==> config.mk <==
export PLATFORM = sky130hd
export DESIGN_NAME = clockgen
export DESIGN_NICKNAME = d
export VERILOG_FILES = /design/src/rtl/clockgen.sv
export SDC_FILE = /design/constraint.sdc
export NUM_CORES = 1
export LEC_CHECK = 0
export ABC_AREA = 0
export CAP_MARGIN = 10
export CORE_MARGIN = 3
export CORE_UTILIZATION = 40
export CTS_BUF_LIST = sky130_fd_sc_hd__clkbuf_8
export DETAILED_ROUTE_END_ITERATION = 8
export PLACE_DENSITY_LB_ADDON = 0.15
export SLEW_MARGIN = 20
export SYNTH_ARGS = -nofsm -noshare
export SYNTH_HDL_FRONTEND = slang
export SYNTH_SLANG_ARGS = --single-unit
export TNS_END_PERCENT = 10
==> constraint.sdc <==
create_clock -name clk -period 3 [get_ports clk]
set_clock_uncertainty 0.15 [all_clocks]
set_input_delay 0.3 -clock clk [delete_from_list [all_inputs] [get_ports clk]]
set_output_delay 0.3 -clock clk [all_outputs]
set_load 0.05 [all_outputs]
==> src/rtl/clockgen.sv <==
`default_nettype none
// +--------------------------------------------------------------------------+
// | Module   : clockgen                                                      |
// | Purpose  : Programmable divided square-wave heartbeat (genclk) with      |
// |            controlled start/stop; stops only at a full-period boundary,  |
// |            so genclk never produces a runt pulse.                        |
// | Option   : CLOCKGEN_AUTOSTART_EN - leave IDLE on the first cycle after   |
// |            reset without needing start.                                  |
// | Revision : 1.0  initial release                                          |
// +--------------------------------------------------------------------------+
module clockgen #(
  parameter int DWIDTH  = 16,
  parameter int DEFHALF = 4
) (
  input  logic              clk,
  input  logic              reset,
  input  logic              start,
  input  logic              stop,
  input  logic [DWIDTH-1:0] half,
  input  logic              half_load,
  output logic              genclk,
  output logic              running,
  output logic              period_end
);

  typedef enum logic [1:0] {
    S_IDLE = 2'd0,
    S_HIGH = 2'd1,
    S_LOW  = 2'd2
  } state_t;

  localparam logic [DWIDTH-1:0] C_ONE     = DWIDTH'(1);
  localparam logic [DWIDTH-1:0] C_DEFHALF = DWIDTH'(DEFHALF);

  state_t            r_state;
  state_t            w_state_nxt;
  logic [DWIDTH-1:0] r_cnt;
  logic [DWIDTH-1:0] w_cnt_nxt;
  logic [DWIDTH-1:0] r_half;
  logic [DWIDTH-1:0] r_pend_half;
  logic              r_pend_flag;
  logic              r_stop_pend;
  logic              w_last;
  logic              w_boundary;
  logic              w_go;
  logic [DWIDTH-1:0] w_load_val;

  // half_reg is never zero, so half_reg-1 cannot underflow
  assign w_last     = (r_cnt == (r_half - C_ONE));
  assign w_boundary = (r_state == S_LOW) && w_last;
  // a zero half-period is meaningless; clamp it to the fastest rate
  assign w_load_val = (half == '0) ? C_ONE : half;

`ifdef CLOCKGEN_AUTOSTART_EN
  logic r_auto;

  // one-shot permission to leave IDLE right after reset
  always_ff @(posedge clk) begin
    if (reset) begin
      r_auto <= 1'b1;
    end else if (r_state == S_IDLE) begin
      r_auto <= 1'b0;
    end
  end

  assign w_go = (start && !stop) || r_auto;
`else
  assign w_go = start && !stop;
`endif

  // state and half-cycle counter registers
  always_ff @(posedge clk) begin
    if (reset) begin
      r_state <= S_IDLE;
      r_cnt   <= '0;
    end else begin
      r_state <= w_state_nxt;
      r_cnt   <= w_cnt_nxt;
    end
  end

  // next-state and counter logic; each active state lasts half_reg cycles
  always_comb begin
    w_state_nxt = r_state;
    w_cnt_nxt   = r_cnt;
    case (r_state)
      S_IDLE: begin
        if (w_go) begin
          w_state_nxt = S_HIGH;
          w_cnt_nxt   = '0;
        end
      end
      S_HIGH: begin
        if (w_last) begin
          w_state_nxt = S_LOW;
          w_cnt_nxt   = '0;
        end else begin
          w_cnt_nxt = r_cnt + C_ONE;
        end
      end
      S_LOW: begin
        if (w_last) begin
          w_state_nxt = r_stop_pend ? S_IDLE : S_HIGH;
          w_cnt_nxt   = '0;
        end else begin
          w_cnt_nxt = r_cnt + C_ONE;
        end
      end
      default: begin
        w_state_nxt = S_IDLE;
        w_cnt_nxt   = '0;
      end
    endcase
  end

  // half-period, deferred-load and deferred-stop bookkeeping
  always_ff @(posedge clk) begin
    if (reset) begin
      r_half      <= C_DEFHALF;
      r_pend_half <= C_DEFHALF;
      r_pend_flag <= 1'b0;
      r_stop_pend <= 1'b0;
    end else if (r_state == S_IDLE) begin
      if (half_load) begin
        r_half <= w_load_val;
      end
    end else begin
      // a pending divider takes effect only at a period boundary
      if (w_boundary && r_pend_flag) begin
        r_half      <= r_pend_half;
        r_pend_flag <= 1'b0;
      end
      // a load in the boundary cycle stays pending for the following boundary
      if (half_load) begin
        r_pend_half <= w_load_val;
        r_pend_flag <= 1'b1;
      end
      if (w_boundary && r_stop_pend) begin
        r_stop_pend <= 1'b0;
      end else if (stop) begin
        r_stop_pend <= 1'b1;
      end
    end
  end

  assign genclk     = (r_state == S_HIGH);
  assign running    = (r_state != S_IDLE);
  assign period_end = w_boundary;

endmodule
`default_nettype wire

### Yosys cells after proc, flatten, opt, wreduce, memory -nomap -nowiden

Index checks and enable logic that the tools add are counted.
W data, S select, Z words.

* register bits after elaboration: 52
* latch bits: 0
* RAM bits: 0
* bits in read-only memories: 0
* output and inout port bits: 3
* word-level logic and storage cells: 49
* memories: 0

* $add $sub $neg: 2
* $mul: 0
* divide/modulo/power cells: 0
* $lt $le $gt $ge: 0
* equality and inequality tests: 7
* shift-type cells: 0
* multiplexer cells: 16
* bitwise logic cells: 1
* reductions and logical operators: 17

Operators with widths (count)
* $mux W16: 6
* $pmux W16 S2: 1
* $add A16 B1 Y16 const B: 1
* $eq A16 B16 Y1: 1
* $logic_not A16 Y1: 1
* $sub A16 B1 Y16 const B: 1
* $reduce_and A2 Y1: 4
* $reduce_bool A2 Y1: 4
* $mux W2: 3
* $ne A2 B2 Y1 const B: 3
* $pmux W2 S3: 1
* $mux W1: 5
* $logic_and A1 B1 Y1: 4
* $reduce_and A3 Y1: 1
* $eq A2 B1 Y1 const B: 1
* $eq A2 B2 Y1 const B: 1
* $logic_not A2 Y1: 1
* $ne A2 B1 Y1 const B: 1
* $reduce_or A2 Y1: 1
* $logic_not A1 Y1: 1
* $not A1 Y1: 1

### Depth between registers and ports, before layout

Gate-level depths: netlist of the first run.

* word-level depth: 6
* gate-level depth with buffers: 10

### Worst setup path after synthesis of the first run

OpenSTA, ideal clock, no wires.

* path kind: reg2reg
* start: register r_half[0]
* end: register r_half[13]
* setup time: 0.072 ns
* arrival: 2.532 ns
* required time: 2.778 ns
* setup slack: 0.246 ns
* cell stages (with the launch flop): 11
* cells stage by stage: dfxtp_1 inv_1 ha_1 xnor2_1 nor3_1 o2111ai_4 a2111oi_4 nand4_2 o21ai_4 buf_12 mux2i_1

* cells in the longest elaborated chain, start to end: 6

RTL lines
* start, declared: line 39 `logic [DWIDTH-1:0] r_half;`
* start signal, assigned: line 125 `r_half <= w_load_val;`
* start signal, assigned: line 130 `r_half <= r_pend_half;`
* $sub A16 B1 Y16: line 49 `assign w_last = (r_cnt == (r_half - C_ONE));`
* $eq A16 B16 Y1: line 49
* $logic_and A1 B1 Y1: line 50 `assign w_boundary = (r_state == S_LOW) && w_last;`
* $logic_and A1 B1 Y1: line 129 `if (w_boundary && r_pend_flag) begin`
* $reduce_bool A2 Y1 (no line)
* $reduce_and A2 Y1 (no line)

No other way between the ends.
A chain may end at the register's enable or synchronous reset.

### Final worst setup path of the first run

* start: register r_half[0]
* end: output port period_end

* cells in the longest elaborated chain, start to end: 3

RTL lines
* $sub A16 B1 Y16: line 49
* $eq A16 B16 Y1: line 49
* $logic_and A1 B1 Y1: line 50
* end, declared: line 23 `output logic period_end`

No other way between the ends.

==> impl_results.md, run 1 <==
- Worst path cell trace: or4_4, a211oi_1, o21ai_1, a2111oi_4, nand4_1, inv_2, buf_12
- Area of the core: 0.00729 mm2
- Vias in the first global route: 2309
- Share of cells above drive strength 1: 14.5%
- Placed insts: 471
- Drt drc: 0
- Adder-cell share of the synthesized area: 2.49%
- Synth Area in XOR/XNOR: 10.9%
- Post-Syn Area per Cell: 8.45 um2
- Hold Crit Depth: 2
- Synth Net Count: 384
- R2R Setup Slk: 0.26 ns
- Setup crit start: r_half[0]
- Critical Path AT: 2.43 ns
- Number of flops mapped to enable cells by yosys: 0
- Ys async rst share: 0%
- Worst hold margin: 0.308 ns
- Setup crit end kind: output pin
- Status: finished, final reports clean
- Dpl hpwl: 4710 um
- Max incr delay on CP: 0.56 ns
- Hold path startpoint: r_pend_half[14]
- CTS H-tree lvls: 2
- Synth warnings: 0
- Max-Slew Margin vs Limit: 64.7%
- RR Startpoint: r_half[0]
- Syn Std Cell Area: 0.00302 mm2
- First-pass GRT wire length: 11200 um
- Max Fclk: 0.347 GHz
- Num ports: 24
- Largest cells by area after synthesis: dfxtp_1 (34%), nand2_1 (9.5%), mux2_2 (5.6%)
- Final instance area: 0.00353 mm2
- Detailed-route wire length per cell: 13.3 um
- Final hold viol count: 0
- Row count: 31
- Global-route usage over all layers: 16.0%
- Tcrit/Tclk final: 96.0%
- Final net count: 413
- CP required: 2.55 ns
- Main combinational cell family by area after synthesis: simple AND/OR/NAND/NOR gates
- Synth Register Bits: 52
- Final non-filler cell total: 486
- Final Max Tran Viols: 0
- Max cap viols: 0
- Port bufs: 23
- Unique masters post-synth: 53
- Initial antenna violation count: 0
- Critical path type: reg -> out
- Final Critical Period: 2.88 ns
- CP Max Fanout: 6
- RR Endpoint: r_half[3]
- Drt first-iter violations: 68
- TritonCTS Buffers: 5
- Via count: 2466
- CTS Hold Bufs: 0
- Final setup viols: 0
- Routed WL: 6450 um
- Crit path max-delay family: simple AND/OR/NAND/NOR gates
- Pleak: 1.34 nW
- Power per cell area: 656 mW/mm2
- Actual slew at the worst max-slew pin: 0.528 ns
- Clock transition at path regs: 0.11 ns
- Post-DP Area: 0.00337 mm2
- Top cell type's share of synthesized area: 34.5%
- Filler cells: 758
- Cells after Synth: 357
- Peak supply drop: 0.267 mV
- Simple-gate share of the synthesized area: 25.5%
- Startpoint Class: flip-flop
- Register area share after synthesis: 34.5%
- Worst r2r path cells: 9
- GRT Residual Overflow: 0
- GPL Wtd Cong: 0.779
- Synth area leader: dfxtp_1
- Ys flop type: dfxtp_1
- Pin count of the biggest net entering global routing: 25
- Slowest-stage cell, CP: or4_4
- Mux contribution to synthesized area: 10.9%
- Antenna Cells: 0
- Vias/cell: 5.07
- Skew-Pair Late Insertion Delay: 0.31 ns
- Clock root buffer: clkbuf_8
- TritonCTS clock tree: done
- Compound-Gate Fraction of Synth Area: 10.4%
- DIE WIDTH: 92.9 um
- Hold Path Class: reg -> reg
- DIE AREA: 0.00862 mm2
- Post-route ant nets: 0
- DR pass1 iterations: 4
- Initial Util: 41.4%
- Hold Path Sink: r_pend_half[14]
- Die Y: 92.9 um
- Clock sink count: 52
- Synthesis-to-layout area growth: 16.9%
- Number of buffers and inverters on the critical path: 2
- Clk buf depth: 2
## synthesized netlist by cell type (all sizes together), types with 2 or more instances
master,instances
a21oi,20
inv,9
nand2,76
dfxtp,52
xor2,18
and3,4
nand4,10
nor3,7
mux2i,16
a211oi,4
xnor2,17
nor2b,2
o21ai,4
nor4,8
nand2b,3
dlygate4sd3,2
clkbuf,9
and2,2
nand3,9
a21o,3
ha,6
nand3b,2
buf,7
a31o,2
nor2,31
mux2,15
## state kept, by name (all words and copies together) (netlist names)
name and flops:
r_pend_flag 1, r_state 2, r_stop_pend 1, r_half 16
r_cnt 16, r_pend_half 16
## power by group
part	total, W	internal (W)	switching, W
Combinational	0.00101	0.000479	0.000530
Sequential	0.000880	0.000779	0.000101
Clock	0.000426	0.000167	0.000259
## stage by stage
step | TNS [ns] | power [W] | setup WS [ns] | util [%]
6_report | 0 | 0.00232 | 0.121 | 48.4
3_3_place_gp | 0 | 0.00184 | 0.183 | 46.2
5_1_grt | -0.000928 | 0.00248 | -0.000928 | 48.4
3_5_place_dp | 0 | 0.00185 | 0.120 | 46.2
2_1_floorplan | 0 | 0.00159 | 0.246 | -
4_1_cts | 0 | 0.00231 | 0.0249 | 47.9
## layout by cell type (no fill, tap or decap), types with 15 or more instances in the layout
master,instances
buf_4,15
a21oi_1,20
clkdlybuf4s50_1,22
nor2_1,31
mux2i_1,16
mux2_2,15
nand2_1,76
xnor2_1,17
xor2_1,18
dfxtp_1,49
## worst max path at each step
stage / slack, ns / end / cells past startpoint
6_report: 0.12 / period_end / 7
5_1_grt: -0.0009 / period_end / 10
4_1_cts: 0.02 / period_end / 6
3_5_place_dp: 0.12 / period_end / 9
3_3_place_gp: 0.18 / period_end / 9
2_1_floorplan: 0.25 / r_half[13] / 10
## logic make-up (layout without fill, tap and decap cells)
kind of cell               after synthesis  in the layout
and+or+nand+nor                        161            162
muxes                                   31             31
buffers and inverters                   29             58
DFF                                     52             52
AOI/OAI and AO/OA                       42             42
xor gates and xnor gates                36             36
adders and majority gates                6              6
## routing by layer
metal	up-vias	routed length [um]	global-route usage [%]
met4	0	112	5.37
li1	1275	-	-
met5	-	0	0
met3	11	183	3.01
met1	1143	3250	22.0
met2	37	2900	25.1
## final cells by class
cell class | instances | area (um2) | share of cell area (%)
timing repair buffer | 40 | 393 | 11.1
sequential | 52 | 1040 | 29.6
clock inverter | 3 | 21.3 | 0.603
clock buffer | 5 | 68.8 | 1.95
multi-input combinational | 277 | 1840 | 52.1
tap | 99 | 124 | 3.51
inverter | 10 | 37.5 | 1.06
## worst reg2reg max path: stages (launching register included)
cell	delay, ns
dfxtp_2	0.36
or4_4	0.56
a211oi_1	0.21
o21ai_1	0.13
a2111oi_4	0.40
buf_4	0.19
nand4_2	0.12
o21ai_4	0.16
buf_12	0.18
mux2i_1	0.20
## repair_timing
item / 4_1_cts / 5_1_grt
setup buffers: 2 / 4
cloned: 1 / 0
gates resized for setup: 2 / 4
endpoints found under the setup margin: 1 / 1
pin swaps: 2 / 5
Power figures use the tool's default switching activity.
==> run 2, diff against run 1 <==
--- a/config.mk
+++ b/config.mk
@@ -5,10 +5,12 @@
 export SDC_FILE = /design/constraint.sdc
 export NUM_CORES = 1
 export LEC_CHECK = 0
-export ABC_AREA = 0
+export ABC_AREA = 1
 export CAP_MARGIN = 10
+export CELL_PAD_IN_SITES_DETAIL_PLACEMENT = 1
+export CELL_PAD_IN_SITES_GLOBAL_PLACEMENT = 2
 export CORE_MARGIN = 3
-export CORE_UTILIZATION = 40
+export CORE_UTILIZATION = 33
 export CTS_BUF_LIST = sky130_fd_sc_hd__clkbuf_8
 export DETAILED_ROUTE_END_ITERATION = 8
 export PLACE_DENSITY_LB_ADDON = 0.15
==> impl_results.md, run 2 <==
- Via count: 2911
- Largest regs: r_cnt (16), r_half (16), r_pend_half (16)
- Synth area leader: dfxtp_1
- Register share of total power: 35.8%
- Antenna Cells: 0
- Synth Net Count: 507
- Clock sink count: 52
- Comb pwr share: 44.4%
- Post-Syn Area per Cell: 6.44 um2
- Largest cells by area after synthesis: dfxtp_1 (34%), nand2_1 (14%), inv_1 (7.4%)
- Max-Slew Margin vs Limit: 66.2%
- Synthesis-to-layout area growth: 14.4%
- CTS H-tree lvls: 2
- Ys async rst share: 0%
- M3 GR Usage: 2.64%
- Critical path type: reg -> out
- Post-route ant nets: 0
- Syn Std Cell Area: 0.00309 mm2
- Final net count: 526
- First-pass GRT wire length: 13900 um
- Register area: 0.00104 mm2
- Commonest cells after routing, fill and taps aside: nand2_1 (118), inv_1 (62), nor2_1 (55)
- Power per cell area: 731 mW/mm2
- Commonest non-fill, non-tap cell in the layout: nand2_1
- Detailed-route wire length per cell: 13.3 um
- Slowest-stage cell, CP: dfxtp_1
- Number of buffers and inverters on the critical path: 2
- Initial Util: 34.7%
- DIE WIDTH: 103 um
- TritonCTS clock tree: done
- Setup TNS: 0 ns
- Final Critical Period: 2.71 ns
- RSZ-0062 raised after global routing: false
- Share of cells above drive strength 1: 7.20%
- Top Usage Layer GRT: met2
- Actual slew at the worst max-slew pin: 0.505 ns
- Initial antenna violation count: 0
- Global-route usage over all layers: 16.5%
- Top cell type's share of synthesized area: 33.7%
- Int Pwr: 0.00147 W
- Switching Fraction: 43.2%
- Most frequent cell after synthesis: nand2_1
- Final hold viol count: 0
- GRT Residual Overflow: 0
- Final setup viols: 0
- Max Fclk: 0.369 GHz
- Area of the core: 0.00889 mm2
- Ys flop type: dfxtp_1
- TritonCTS Buffers: 5
- Num ports: 24
- Synth warnings: 0
- Top post-synthesis cells by count: nand2_1 (118), inv_1 (61), nor2_1 (56), dfxtp_1 (52), a21oi_1 (41)
- Filler cells: 1172
- Grt met2 use: 26.6%
- GR Layer Usage met1: 23.3%
- DIE AREA: 0.0106 mm2
- Final Max Tran Viols: 0
- Dpl hpwl: 6240 um
- Clock power share: 19.8%
- Skew-Pair Late Insertion Delay: 0.31 ns
- Worst path cell trace: inv_2, ha_1, xor2_1, nand2_1, nor2_1, nand2_1, nor2_1, nand3_1, nor2_4, nand2_2, nor2_4, buf_12
- Max incr delay on CP: 0.39 ns
- Pin count of the biggest net entering global routing: 34
- Pleak: 1.60 nW
- Row count: 34
- Cells after Synth: 480
- Hold Path Class: reg -> reg
- Synth Register Bits: 52
- Multi-input logic area: 0.00172 mm2
- Tcrit/Tclk final: 90.3%
- Routed WL: 8080 um
- Peak supply drop: 0.339 mV
- Startpoint Class: flip-flop
- Vias/cell: 4.79
- Register area share after synthesis: 33.7%
- Status: finished, final reports clean
- Clock transition at path regs: 0.10 ns
- Vias in the first global route: 2869
- Crit path max-delay family: simple AND/OR/NAND/NOR gates
- Max cap viols: 0
- Clock root buffer: clkbuf_8
- Port bufs: 23
- Final Power: 0.00258 W
- Drt first-iter violations: 100
- Clk buf depth: 2
- CP required: 2.55 ns
- DR pass1 iterations: 4
- Unique masters post-synth: 31
- Net switching power: 0.00112 W
- Critical Path AT: 2.26 ns
- GPL Wtd Cong: 0.793
- Drt drc: 0
- Number of flops mapped to enable cells by yosys: 0
- Setup crit end kind: output pin
- Die Y: 103 um
- CTS Hold Bufs: 0
- CP Max Fanout: 5
-- run 2: cells by family after synthesis --
group,Yosys count,synth area share (%)
adders and majority gates,6,2.43
and+or+nand+nor,237,33.9
xor gates and xnor gates,19,5.39
buffers and inverters,83,10.9
AOI/OAI and AO/OA,83,13.7
DFF,52,33.7
-- run 2: layer usage --
metal	up-vias	routed length [um]
met3	5	144
met2	21	3690
li1	1550	-
met1	1335	4180
met5	-	0
met4	0	70
-- run 2: final timing paths --
path	slack (ns)	from	depth (start not counted)	end
max	0.29	r_half[0]	12	period_end
min	0.31	r_stop_pend	1	r_stop_pend
max reg2reg	0.36	r_state[0]	12	r_cnt[15]
min reg2reg	0.31	r_stop_pend	1	r_stop_pend
-- run 2: what timing repair did --
item,4_1_cts,5_1_grt
resized for setup,0,2
hold endpoints to repair,0,0
endpoints found under the setup margin,0,1
buffers inserted,0,0
-- run 2: metrics by stage --
step | utilization, % | setup WS (ns) | hold WS [ns] | instances | instance area (um2)
final | 39.7 | 0.292 | 0.310 | 608 | 3530
after global routing | 39.7 | 0.0217 | 0.324 | 608 | 3530
after CTS | 39.7 | 0.131 | 0.311 | 608 | 3530
after detailed placement | 38.4 | 0.334 | 0.289 | 600 | 3410
after global placement | 38.4 | 0.372 | 0.284 | 600 | 3410
after floorplan | - | 0.460 | 0.219 | 480 | 3090
-- run 2: area by class of cell --
type,instances,share of cell area [%]
Inverter,68,7.22
Timing Repair Buffer,27,7.65
Clock inverter,3,1.20
Tap cell,108,3.82
Clock buffer,5,1.95
Multi-Input combinational cell,345,48.7
Sequential cell,52,29.5
-- run 2: power by group through the flow --
stage	clock network, W	registers [W]	logic, W
3_5_place_dp	0	0.000942	0.00116
2_1_floorplan	0	0.000910	0.000890
3_3_place_gp	0	0.000940	0.00114
5_1_grt	0.000568	0.000944	0.00133
6_report	0.000511	0.000925	0.00115
4_1_cts	0.000537	0.000926	0.00116
==> run 3, diff against run 2 <==
--- a/config.mk
+++ b/config.mk
@@ -10,9 +10,10 @@
 export CELL_PAD_IN_SITES_DETAIL_PLACEMENT = 1
 export CELL_PAD_IN_SITES_GLOBAL_PLACEMENT = 2
 export CORE_MARGIN = 3
-export CORE_UTILIZATION = 33
+export CORE_UTILIZATION = 36
 export CTS_BUF_LIST = sky130_fd_sc_hd__clkbuf_8
 export DETAILED_ROUTE_END_ITERATION = 8
+export DONT_BUFFER_PORTS = 1
 export PLACE_DENSITY_LB_ADDON = 0.15
 export SLEW_MARGIN = 20
 export SYNTH_ARGS = -nofsm -noshare
==> impl_results.md, run 3 (synthesis results as in run 2) <==
- Status: finished, final reports clean
- Critical path type: reg -> out
- Area of the core: 0.00826 mm2
- Final setup viols: 0
- Initial antenna violation count: 0
- Num ports: 24
- Max Fclk: 0.366 GHz
- Clock root buffer: clkbuf_8
- Global-route usage over all layers: 18.0%
- CP required: 2.55 ns
- Tcrit/Tclk final: 91.0%
- Final Core Density: 41.1%
- Setup TNS: 0 ns
- Skew-Pair Late Insertion Delay: 0.32 ns
- Largest regs: r_cnt (16), r_half (16), r_pend_half (16)
- Final Critical Period: 2.73 ns
- Critical Path AT: 2.28 ns
- Clock sink count: 52
- Die Y: 98.6 um
- GRT Residual Overflow: 0
- Startpoint Class: flip-flop
- Max-Slew Margin vs Limit: 29.7%
- Power per cell area: 734 mW/mm2
- Antenna Cells: 0
- Row count: 33
- Routed WL: 8250 um
- Initial Util: 37.4%
- Share of cells above drive strength 1: 7.36%
- DR pass1 iterations: 4
- Pleak: 1.55 nW
- First-pass GRT wire length: 14400 um
- Commonest cells after routing, fill and taps aside: nand2_1 (118), inv_1 (61), nor2_1 (55)
- Via count: 2888
- Setup crit end kind: output pin
- Final Power: 0.00249 W
- Commonest non-fill, non-tap cell in the layout: nand2_1
- Peak supply drop: 0.384 mV
- Dpl hpwl: 6170 um
- Pin count of the biggest net entering global routing: 35
- Filler cells: 1128
- Clk buf depth: 2
- GPL Wtd Cong: 0.793
- Max cap viols: 0
- Synthesis-to-layout area growth: 9.76%
- Hold Path Class: in -> reg
- Clock transition at path regs: 0.11 ns
- Drt first-iter violations: 91
- DIE WIDTH: 98.6 um
- Final Max Tran Viols: 0
- Final hold viol count: 0
- Multi-input logic area: 0.00172 mm2
- TritonCTS clock tree: done
- Detailed-route wire length per cell: 13.9 um
- Port bufs: 0
- Final net count: 515
- Drt drc: 0
- DIE AREA: 0.00973 mm2
- CTS H-tree lvls: 2
- CP Max Fanout: 5
- Worst hold margin: 0.00643 ns
- TritonCTS Buffers: 5
- Vias/cell: 4.86
- Post-route ant nets: 0
- Vias in the first global route: 2998
- RSZ-0062 raised after global routing: false
- Actual slew at the worst max-slew pin: 1.05 ns
- Register area: 0.00104 mm2
## run 3: routing by layer
layer	GRT usage (%)	up-vias	share of wire, %
met5	0	-	0
met4	3.57	0	1.1
met3	3.47	7	2.4
met2	29.3	30	45
met1	24.8	1327	52
li1	-	1524	-
## run 3: critical path, stage by stage, from the launching register on
cell,delay [ns]
dfxtp_1,0.39
inv_2,0.07
ha_1,0.31
xor2_1,0.13
nand2_1,0.06
nor2_1,0.13
nand2_1,0.07
nor2_1,0.09
nand3_1,0.13
nor2_4,0.15
nand2_2,0.13
nor2_2,0.13
buf_6,0.18
## run 3: cell type report
cell class                      count  share of cell area [%]
Tap cell                          105                    3.87
Clock inverter                      3                   0.738
Sequential cell                    52                    30.7
Clock buffer                        5                    2.03
Multi-Input combinational cell    345                    50.6
Timing Repair Buffer               16                    4.54
Inverter                           68                    7.53
## run 3: final timing paths
path / to / from / cells after the start / slack (ns)
worst max-delay path: period_end / r_half[0] / 12 / 0.27
worst max register to register: r_half[0] / r_half[0] / 12 / 0.45
worst min-delay path: r_pend_half[4] / half[4] / 2 / 0.006
worst min register to register: r_pend_flag / r_pend_flag / 2 / 0.33
## run 3: repair_timing
item | CTS | global route
gates resized for setup | 0 | 2
hold buffers | 12 | 0
buffers inserted | 0 | 0
endpoints found under the hold margin | 16 | 0
setup endpoints to repair | 0 | 1
## run 3: through the flow
stage	std cells	cell area, um2	setup slack, ns
final	594	3390	0.271
after detailed placement	574	3170	0.453
after global routing	594	3390	0.00279
after CTS	594	3380	0.186
after global placement	574	3170	0.499
after floorplan	480	3090	0.460
## run 3: power by group
part	switching, W	internal, W
Clock	0.000274	0.000171
Sequential	0.000111	0.000820
Combinational	0.000747	0.000365
Total	0.00113	0.00136
